File: src/rtl/button_pkg.sv
// -----------------------------------------------------------------------------
// button_pkg
// Shared types and helpers for the pushbutton conditioner.
//   btn_state_t : per-channel debounce FSM state encoding
//   cnt_width() : width of a counter that must hold values 0..cycles
// Optional feature macro used by the importing modules: BTN_REPEAT_EN.
// -----------------------------------------------------------------------------
package button_pkg;

    typedef enum logic [1:0] {
        IDLE      = 2'd0,
        ARMING    = 2'd1,
        HELD      = 2'd2,
        RELEASING = 2'd3
    } btn_state_t;

    localparam int unsigned DEFAULT_DEBOUNCE_CYCLES = 250000;
    localparam int unsigned DEFAULT_REPEAT_CYCLES   = 12500000;

    // Counter width able to represent 0..cycles.
    function automatic int unsigned cnt_width(input int unsigned cycles);
        return $clog2(cycles + 1);
    endfunction

endpackage

File: src/rtl/button_conditioner_channel.sv
// -----------------------------------------------------------------------------
// debounce_channel
// One button channel: two-flop synchroniser, debounce FSM, registered level
// and one-cycle press pulse. With BTN_REPEAT_EN defined, a held button also
// re-pulses press_o every REPEAT_CYCLES cycles.
// Ports:
//   clock_i   : system clock, rising edge
//   reset_n_i : asynchronous active-low reset
//   btn_i     : raw button, asynchronous, active-high
//   level_o   : debounced level (registered)
//   press_o   : one-cycle pulse on an accepted press (registered)
// Macro: BTN_REPEAT_EN enables the auto-repeat counter.
// -----------------------------------------------------------------------------
module debounce_channel
    import button_pkg::*;
#(
    parameter int unsigned DEBOUNCE_CYCLES = DEFAULT_DEBOUNCE_CYCLES,
    parameter int unsigned REPEAT_CYCLES   = DEFAULT_REPEAT_CYCLES
) (
    input  logic clock_i,
    input  logic reset_n_i,
    input  logic btn_i,
    output logic level_o,
    output logic press_o
);

    localparam int unsigned      CNT_W    = cnt_width(DEBOUNCE_CYCLES);
    localparam logic [CNT_W-1:0] CNT_ONE  = CNT_W'(1);
    localparam logic [CNT_W-1:0] CNT_LAST = CNT_W'(DEBOUNCE_CYCLES - 1);

    if (DEBOUNCE_CYCLES < 1 || REPEAT_CYCLES < 1) begin : g_bad_params
        $error("debounce_channel: DEBOUNCE_CYCLES and REPEAT_CYCLES must be >= 1");
    end

    logic             s1_q, s1_d;
    logic             s2_q, s2_d;
    btn_state_t       state_q, state_d;
    logic [CNT_W-1:0] cnt_q, cnt_d;
    logic             level_q, level_d;
    logic             press_q, press_d;
    logic             fresh_press;

    always_comb begin
        s1_d        = btn_i;
        s2_d        = s1_q;
        state_d     = state_q;
        cnt_d       = cnt_q;
        fresh_press = 1'b0;

        case (state_q)
            IDLE: begin
                if (s2_q) begin
                    // A single-cycle debounce window accepts the edge immediately.
                    if (DEBOUNCE_CYCLES == 1) begin
                        state_d     = HELD;
                        fresh_press = 1'b1;
                    end else begin
                        state_d = ARMING;
                        cnt_d   = CNT_ONE;
                    end
                end
            end
            ARMING: begin
                if (!s2_q) begin
                    state_d = IDLE;
                    cnt_d   = '0;
                end else if (cnt_q == CNT_LAST) begin
                    state_d     = HELD;
                    cnt_d       = '0;
                    fresh_press = 1'b1;
                end else begin
                    cnt_d = cnt_q + CNT_ONE;
                end
            end
            HELD: begin
                if (!s2_q) begin
                    if (DEBOUNCE_CYCLES == 1) begin
                        state_d = IDLE;
                    end else begin
                        state_d = RELEASING;
                        cnt_d   = CNT_ONE;
                    end
                end
            end
            RELEASING: begin
                // Returning to HELD here is a release glitch, never a new press.
                if (s2_q) begin
                    state_d = HELD;
                    cnt_d   = '0;
                end else if (cnt_q == CNT_LAST) begin
                    state_d = IDLE;
                    cnt_d   = '0;
                end else begin
                    cnt_d = cnt_q + CNT_ONE;
                end
            end
            default: begin
                state_d = IDLE;
                cnt_d   = '0;
            end
        endcase

        level_d = (state_d == HELD) || (state_d == RELEASING);
    end

`ifdef BTN_REPEAT_EN
    localparam int unsigned       RCNT_W    = cnt_width(REPEAT_CYCLES);
    localparam logic [RCNT_W-1:0] RCNT_ONE  = RCNT_W'(1);
    localparam logic [RCNT_W-1:0] RCNT_LAST = RCNT_W'(REPEAT_CYCLES - 1);

    logic [RCNT_W-1:0] rcnt_q, rcnt_d;
    logic              repeat_tick;

    // rcnt only advances in HELD, so RELEASING freezes it and a glitch that
    // lands back in HELD resumes the period where it left off.
    always_comb begin
        rcnt_d      = rcnt_q;
        repeat_tick = 1'b0;
        if (fresh_press) begin
            rcnt_d = '0;
        end else if (state_q == HELD) begin
            if (rcnt_q == RCNT_LAST) begin
                rcnt_d      = '0;
                repeat_tick = 1'b1;
            end else begin
                rcnt_d = rcnt_q + RCNT_ONE;
            end
        end
        press_d = fresh_press | repeat_tick;
    end

    always_ff @(posedge clock_i or negedge reset_n_i) begin
        if (!reset_n_i) begin
            rcnt_q <= '0;
        end else begin
            rcnt_q <= rcnt_d;
        end
    end
`else
    always_comb begin
        press_d = fresh_press;
    end
`endif

    always_ff @(posedge clock_i or negedge reset_n_i) begin
        if (!reset_n_i) begin
            s1_q    <= 1'b0;
            s2_q    <= 1'b0;
            state_q <= IDLE;
            cnt_q   <= '0;
            level_q <= 1'b0;
            press_q <= 1'b0;
        end else begin
            s1_q    <= s1_d;
            s2_q    <= s2_d;
            state_q <= state_d;
            cnt_q   <= cnt_d;
            level_q <= level_d;
            press_q <= press_d;
        end
    end

    assign level_o = level_q;
    assign press_o = press_q;

endmodule

File: src/rtl/button_conditioner.sv
// -----------------------------------------------------------------------------
// button_conditioner
// Synchronises and debounces NUM_INPUTS raw pushbutton inputs; each channel
// yields a clean level and a one-cycle press pulse.
// Ports:
//   clock_i   : system clock, rising edge
//   reset_n_i : asynchronous active-low reset
//   btn_i     : raw buttons [NUM_INPUTS-1:0], asynchronous, active-high
//   level_o   : debounced levels [NUM_INPUTS-1:0]
//   press_o   : press pulses [NUM_INPUTS-1:0]
// Macro: BTN_REPEAT_EN adds auto-repeat pulses every REPEAT_CYCLES while held.
// -----------------------------------------------------------------------------
module button_conditioner
    import button_pkg::*;
#(
    parameter int unsigned NUM_INPUTS      = 2,
    parameter int unsigned DEBOUNCE_CYCLES = DEFAULT_DEBOUNCE_CYCLES,
    parameter int unsigned REPEAT_CYCLES   = DEFAULT_REPEAT_CYCLES
) (
    input  logic                  clock_i,
    input  logic                  reset_n_i,
    input  logic [NUM_INPUTS-1:0] btn_i,
    output logic [NUM_INPUTS-1:0] level_o,
    output logic [NUM_INPUTS-1:0] press_o
);

    for (genvar i = 0; i < NUM_INPUTS; i++) begin : g_chan
        debounce_channel #(
            .DEBOUNCE_CYCLES (DEBOUNCE_CYCLES),
            .REPEAT_CYCLES   (REPEAT_CYCLES)
        ) u_chan (
            .clock_i   (clock_i),
            .reset_n_i (reset_n_i),
            .btn_i     (btn_i[i]),
            .level_o   (level_o[i]),
            .press_o   (press_o[i])
        );
    end

endmodule

File: config.mk
export PLATFORM = sky130hd
export DESIGN_NAME = button_conditioner
export DESIGN_NICKNAME = d
export VERILOG_FILES = /design/src/rtl/button_pkg.sv /design/src/rtl/button_conditioner_channel.sv /design/src/rtl/button_conditioner.sv
export SDC_FILE = /design/constraint.sdc
export NUM_CORES = 1
export LEC_CHECK = 0
export ABC_AREA = 1
export CELL_PAD_IN_SITES_DETAIL_PLACEMENT = 1
export CELL_PAD_IN_SITES_GLOBAL_PLACEMENT = 2
export CORE_MARGIN = 10
export CORE_UTILIZATION = 42
export CTS_BUF_LIST = sky130_fd_sc_hd__clkbuf_8
export DETAILED_ROUTE_END_ITERATION = 7
export GPL_ROUTABILITY_DRIVEN = 0
export PLACE_DENSITY_LB_ADDON = 0.1
export SYNTH_ARGS = -nofsm -noshare
export SYNTH_HDL_FRONTEND = slang
export SYNTH_SLANG_ARGS = --single-unit
File: constraint.sdc
create_clock -name clock_i -period 2.3 [get_ports clock_i]
set_input_delay 0.46 -clock clock_i [delete_from_list [all_inputs] [get_ports clock_i]]
set_output_delay 0.46 -clock clock_i [all_outputs]
set_load 0.03 [all_outputs]
* After elaboration in Yosys (flattened, before gate mapping) *
Index checks and enable logic that the tools add are counted.

storage, ports and cells
  flip-flop bits (word level) = 48
  bits in latches = 0
  bits in writable memories = 0
  bits in read-only memories = 0
  logic and storage cells = 68
  memories = 0

cells by class
  add/sub/neg operators = 2
  multipliers = 0
  div/mod/pow operators = 0
  order comparisons = 0
  equality and inequality tests = 16
  shift-type cells = 0
  multiplexer cells = 32
  bitwise logic cells = 0
  reduce and logical (&&, ||, !) cells = 6

operators by type and width
  cell                   count
  $mux 18                10
  $pmux 18 s4            2
  $add 18x1->18 const B  2
  $eq 18x18->1 const B   2
  $mux 2                 12
  $eq 2x2->1 const B     8
  $pmux 2 s4             2
  $mux 1                 6
  $eq 2x1->1 const B     2
  $logic_not 2->1        2
  $ne 2x1->1 const B     2
  $ne 2x2->1 const B     2
  $reduce_and 2->1       2
  $logic_or 1x1->1       2

* Logic depth before layout (Yosys ltp) *
  word-level depth = 6
  gate-level depth with buffers = 10
  depth with buffers taken out = 10

* By module *
From an unflattened synthesis, not the netlist that was laid out.

unflattened totals
  cells, all modules = 334
  area total of the unflattened synthesis = 2902.8 um2

by module, submodules not included
  module            times used  cells an instance  area each (um2)
  debounce_channel  2           167                1451.4

* Worst setup path before layout *
No wires, ideal clock.

  path type = flip-flop to flip-flop
  start = reg g_chan[1].u_chan.cnt_q[0]
  end = reg g_chan[1].u_chan.cnt_q[3]
  data arrival time = 1276 ps
  data required time = 2171 ps
  setup slack = 895 ps
  cell stages (with the launch flop) = 10
  period minus slack after synthesis = 1405 ps
  cell sequence = dfrtp_1 > ha_1 > nand2_1 > nor2_2 > inv_2 > nor2_4 > nand2_2 > nand2_4 > buf_12 > o22ai_2

on the way
  word-level cells in the longest chain between the ends = 4
  elaborated cells between the ends (all ways) = 6

RTL lines
  what                                                  line                                                                source
  from (decl)                                           button_conditioner_channel.sv:38                                    logic [CNT_W-1:0] cnt_q, cnt_d;
  from (signal assigned)                                button_conditioner_channel.sv:157                                   cnt_q <= cnt_d;
  $add 18x1->18 / $eq 18x18->1 (equally long branches)  -
  $mux 18 *                                             button_conditioner_channel.sv:67, button_conditioner_channel.sv:90
  $mux 18, on equally long branches                     button_conditioner_channel.sv:87, button_conditioner_channel.sv:64
  $pmux 18 s4 *                                         button_conditioner_channel.sv:50                                    case (state_q)

Every way passes the cells marked *; elsewhere a longest branch is shown, timed or not.
A chain may end at the register's enable or synchronous reset.

* Final worst setup path *
  start = reg g_chan[1].u_chan.level_q
  end = out level_o[1]

RTL lines
  what                    line                               source
  from (decl)             button_conditioner_channel.sv:39   logic level_q, level_d;
  from (signal assigned)  button_conditioner_channel.sv:158  level_q <= level_d;
  to (decl)               button_conditioner.sv:23           output logic [NUM_INPUTS-1:0] level_o,

No word-level cell between the ends.

==> summary.txt <==
CP bufs+invs -> 1
# resized after CTS -> 0
Iteration-0 DRC Markers -> 88
pin count of the biggest net entering global routing -> 26
pre-CTS WS -> 0.611 ns
post-synth top area cell -> dfrtp_1
I/O Buffers -> 7
post-DP HPWL -> 5.05 mm
XOR/XNOR Fraction of Synth Area -> 5.39%
LEAKAGE -> 1.33 nW
Top Family by Delay on Critical Path -> buffers and inverters
FF+latch area -> 1200 um2
Final Util -> 45.8%
gr usage total -> 13.8%
Die Ht -> 103 um
post-synth top area share -> 41.4%
Worst setup SP type -> flop
worst min-delay path category -> in2async
Synth Area in Simple Gates -> 32.0%
DR WL/cell -> 14.9 um
Worst-Margin Slew -> 0.557 ns
initial antenna violation count -> 0
Compound-Gate Fraction of Synth Area -> 11.8%
status -> complete, no violations
number of synthesized flops with an enable pin -> 0
antenna-violating nets left -> 0
Post-Synth Adder-Cell Area -> 0.862%
largest family of logic cells by synthesized area -> simple AND/OR/NAND/NOR gates
number of cell rows -> 30
CTS Hold Bufs -> 0
vias in the first global route -> 2321
clock root buffer -> clkbuf_8
Yosys reg bits -> 48
count leader, synth -> nand2_1
DR pass1 iterations -> 4
FMAX -> 563 MHz
critical-path cell list -> clkdlybuf4s50_1
predominant post-synthesis flop cell -> dfrtp_1
Synth area leaders -> dfrtp_1 (41%), nand2_1 (13%), inv_1 (4.9%)
maxcap violations -> 0
Syn Nets -> 361
slowest CP cell -> clkdlybuf4s50_1
CTS tree -> yes
final-report setup violation count -> 0
slack of the critical path -> 0.522 ns
Vias per Instance -> 5.02
CP Max Fanout -> 1
Num CTS Buffers -> 5
Tmin final -> 1.78 ns
residual DRC count -> 0
Final Hold Viols -> 0
synthesized area per cell -> 8.18 um2
Setup CP Type -> reg2out
Area growth syn-to-layout -> 6.55%
fraction of layout cells with a size suffix above 1 -> 18.7%
Tcrit/Tclk final -> 77.3%
routed wire length -> 6.59 mm
pwr dens -> 493 nW/um2
io pins -> 8
top cells by count, synth -> nand2_1 (100), dfrtp_1 (48), inv_1 (38)
Clock Skew -> 0.00894 ns
CP Data Arrival Time -> 1.32 ns
DR vias -> 2225
Syn Inst Count -> 355
Setup crit end kind -> output port
CTS clk-pin slew, worst paths -> 0.10 ns
Layout Nets -> 368
Synth warnings -> 0
antenna cell count -> 0
RSZ-0062 raised after global routing -> false
number of setup buffers added after CTS -> 0
Setup TNS Final -> 0 ns
clk sink count -> 48
Seq/Total Area, Yosys -> 41.4%
CORE AREA -> 6760 um2
fin. max-slew vios -> 0
fill count -> 818
synth unique cells -> 35
first-pass GRT wire length -> 11.6 mm
CTS Buffer Depth -> 2
peak supply drop -> 299 uV
GRT overflow -> 0
CTS HTree Levels -> 2
Worst path max stage delay -> 0.68 ns
clk_lat worst skew -> 0.30 ns
Initial Util -> 43.0%
mux cell area share after synthesis -> 0%
area of the mapped netlist -> 2900 um2
Die X -> 103 um
Max-slew headroom -> 62.9%
Multi-input gate area -> 1450 um2
async set or reset register ratio after synthesis -> 100%
die area -> 10600 um2
Worst EP required -> 1.84 ns
==> routing by layer <==
layer  track usage, %  routed length (um)
met1             20.3                3630
met4             3.21                  66
met2             20.4                2790
met5                0                   0
met3             2.08                 109
==> final cells by class <==
cell class                 instances  area share, %
clock buffer                       6           2.67
inverter                          43           5.22
tap                               80           3.24
clock inverter                     2          0.485
multi-input combinational        255           47.0
timing repair buffer               9           2.59
sequential                        48           38.8
==> power breakdown <==
part	switching (W)	internal (W)	total [W]
clock network	0.000298	0.000244	0.000541
logic	0.0000721	0.0000320	0.000104
registers	0.0000179	0.000861	0.000878
==> final timing paths <==
path / from / end / slack [ns] / depth (start not counted)
min in group clock_i: g_chan[0].u_chan.s1_q$_DFF_PN0_ / g_chan[0].u_chan.s2_q$_DFF_PN0_ / 0.36 / 0
hold / removal: reset_n_i / g_chan[1].u_chan.cnt_q[7]$_DFFE_PN0P_ / 0.14 / 1
hold reg to reg: g_chan[0].u_chan.s1_q$_DFF_PN0_ / g_chan[0].u_chan.s2_q$_DFF_PN0_ / 0.36 / 0
max in group asynchronous: reset_n_i / g_chan[0].u_chan.cnt_q[12]$_DFFE_PN0P_ / 1.53 / 2
setup reg to reg: g_chan[0].u_chan.cnt_q[0]$_DFFE_PN0P_ / g_chan[0].u_chan.cnt_q[16]$_DFFE_PN0P_ / 0.61 / 8
setup / recovery: g_chan[1].u_chan.level_o$_DFF_PN0_ / level_o[1] / 0.52 / 1
==> cell usage in the layout (no fill, tap or decap), drive strengths merged, types with 2 or more instances in the layout <==
| master | instances |
|---|---|
| a21boi | 2 |
| a21oi | 2 |
| buf | 3 |
| clkbuf | 6 |
| clkdlybuf4s50 | 6 |
| clkinvlp | 2 |
| dfrtp | 48 |
| ha | 2 |
| inv | 43 |
| nand2 | 107 |
| nand3 | 32 |
| nand4 | 6 |
| nor2 | 45 |
| o21ai | 20 |
| o21bai | 7 |
| o22ai | 8 |
| xnor2 | 2 |
| xor2 | 15 |
==> through the flow <==
stage / std cells / hold slack, ns / power (W) / cell area, um2
after floorplan: 355 / 0.164 / 0.000964 / 2900
after CTS: 443 / 0.151 / 0.00155 / 3090
final: 443 / 0.136 / 0.00152 / 3090
after global placement: 435 / 0.333 / 0.000999 / 3000
after detailed placement: 435 / 0.339 / 0.00100 / 3000
after global routing: 443 / 0.171 / 0.00160 / 3090
==> kinds of logic after synthesis <==
family / Yosys count
fa+ha+maj: 2
compound gates: 41
buf+inv: 52
flops: 48
simple gates: 195
xor+xnor: 17
==> state kept, by name, summed over array words and instances (netlist names) <==
name and cells:
g_chan.u_chan.state_q 4, g_chan.u_chan.s1_q 2, g_chan.u_chan.cnt_q 36, g_chan.u_chan.s2_q 2, g_chan.u_chan.level_o 2, g_chan.u_chan.press_o 2
Note: power is estimated with default switching activity, not from simulation.
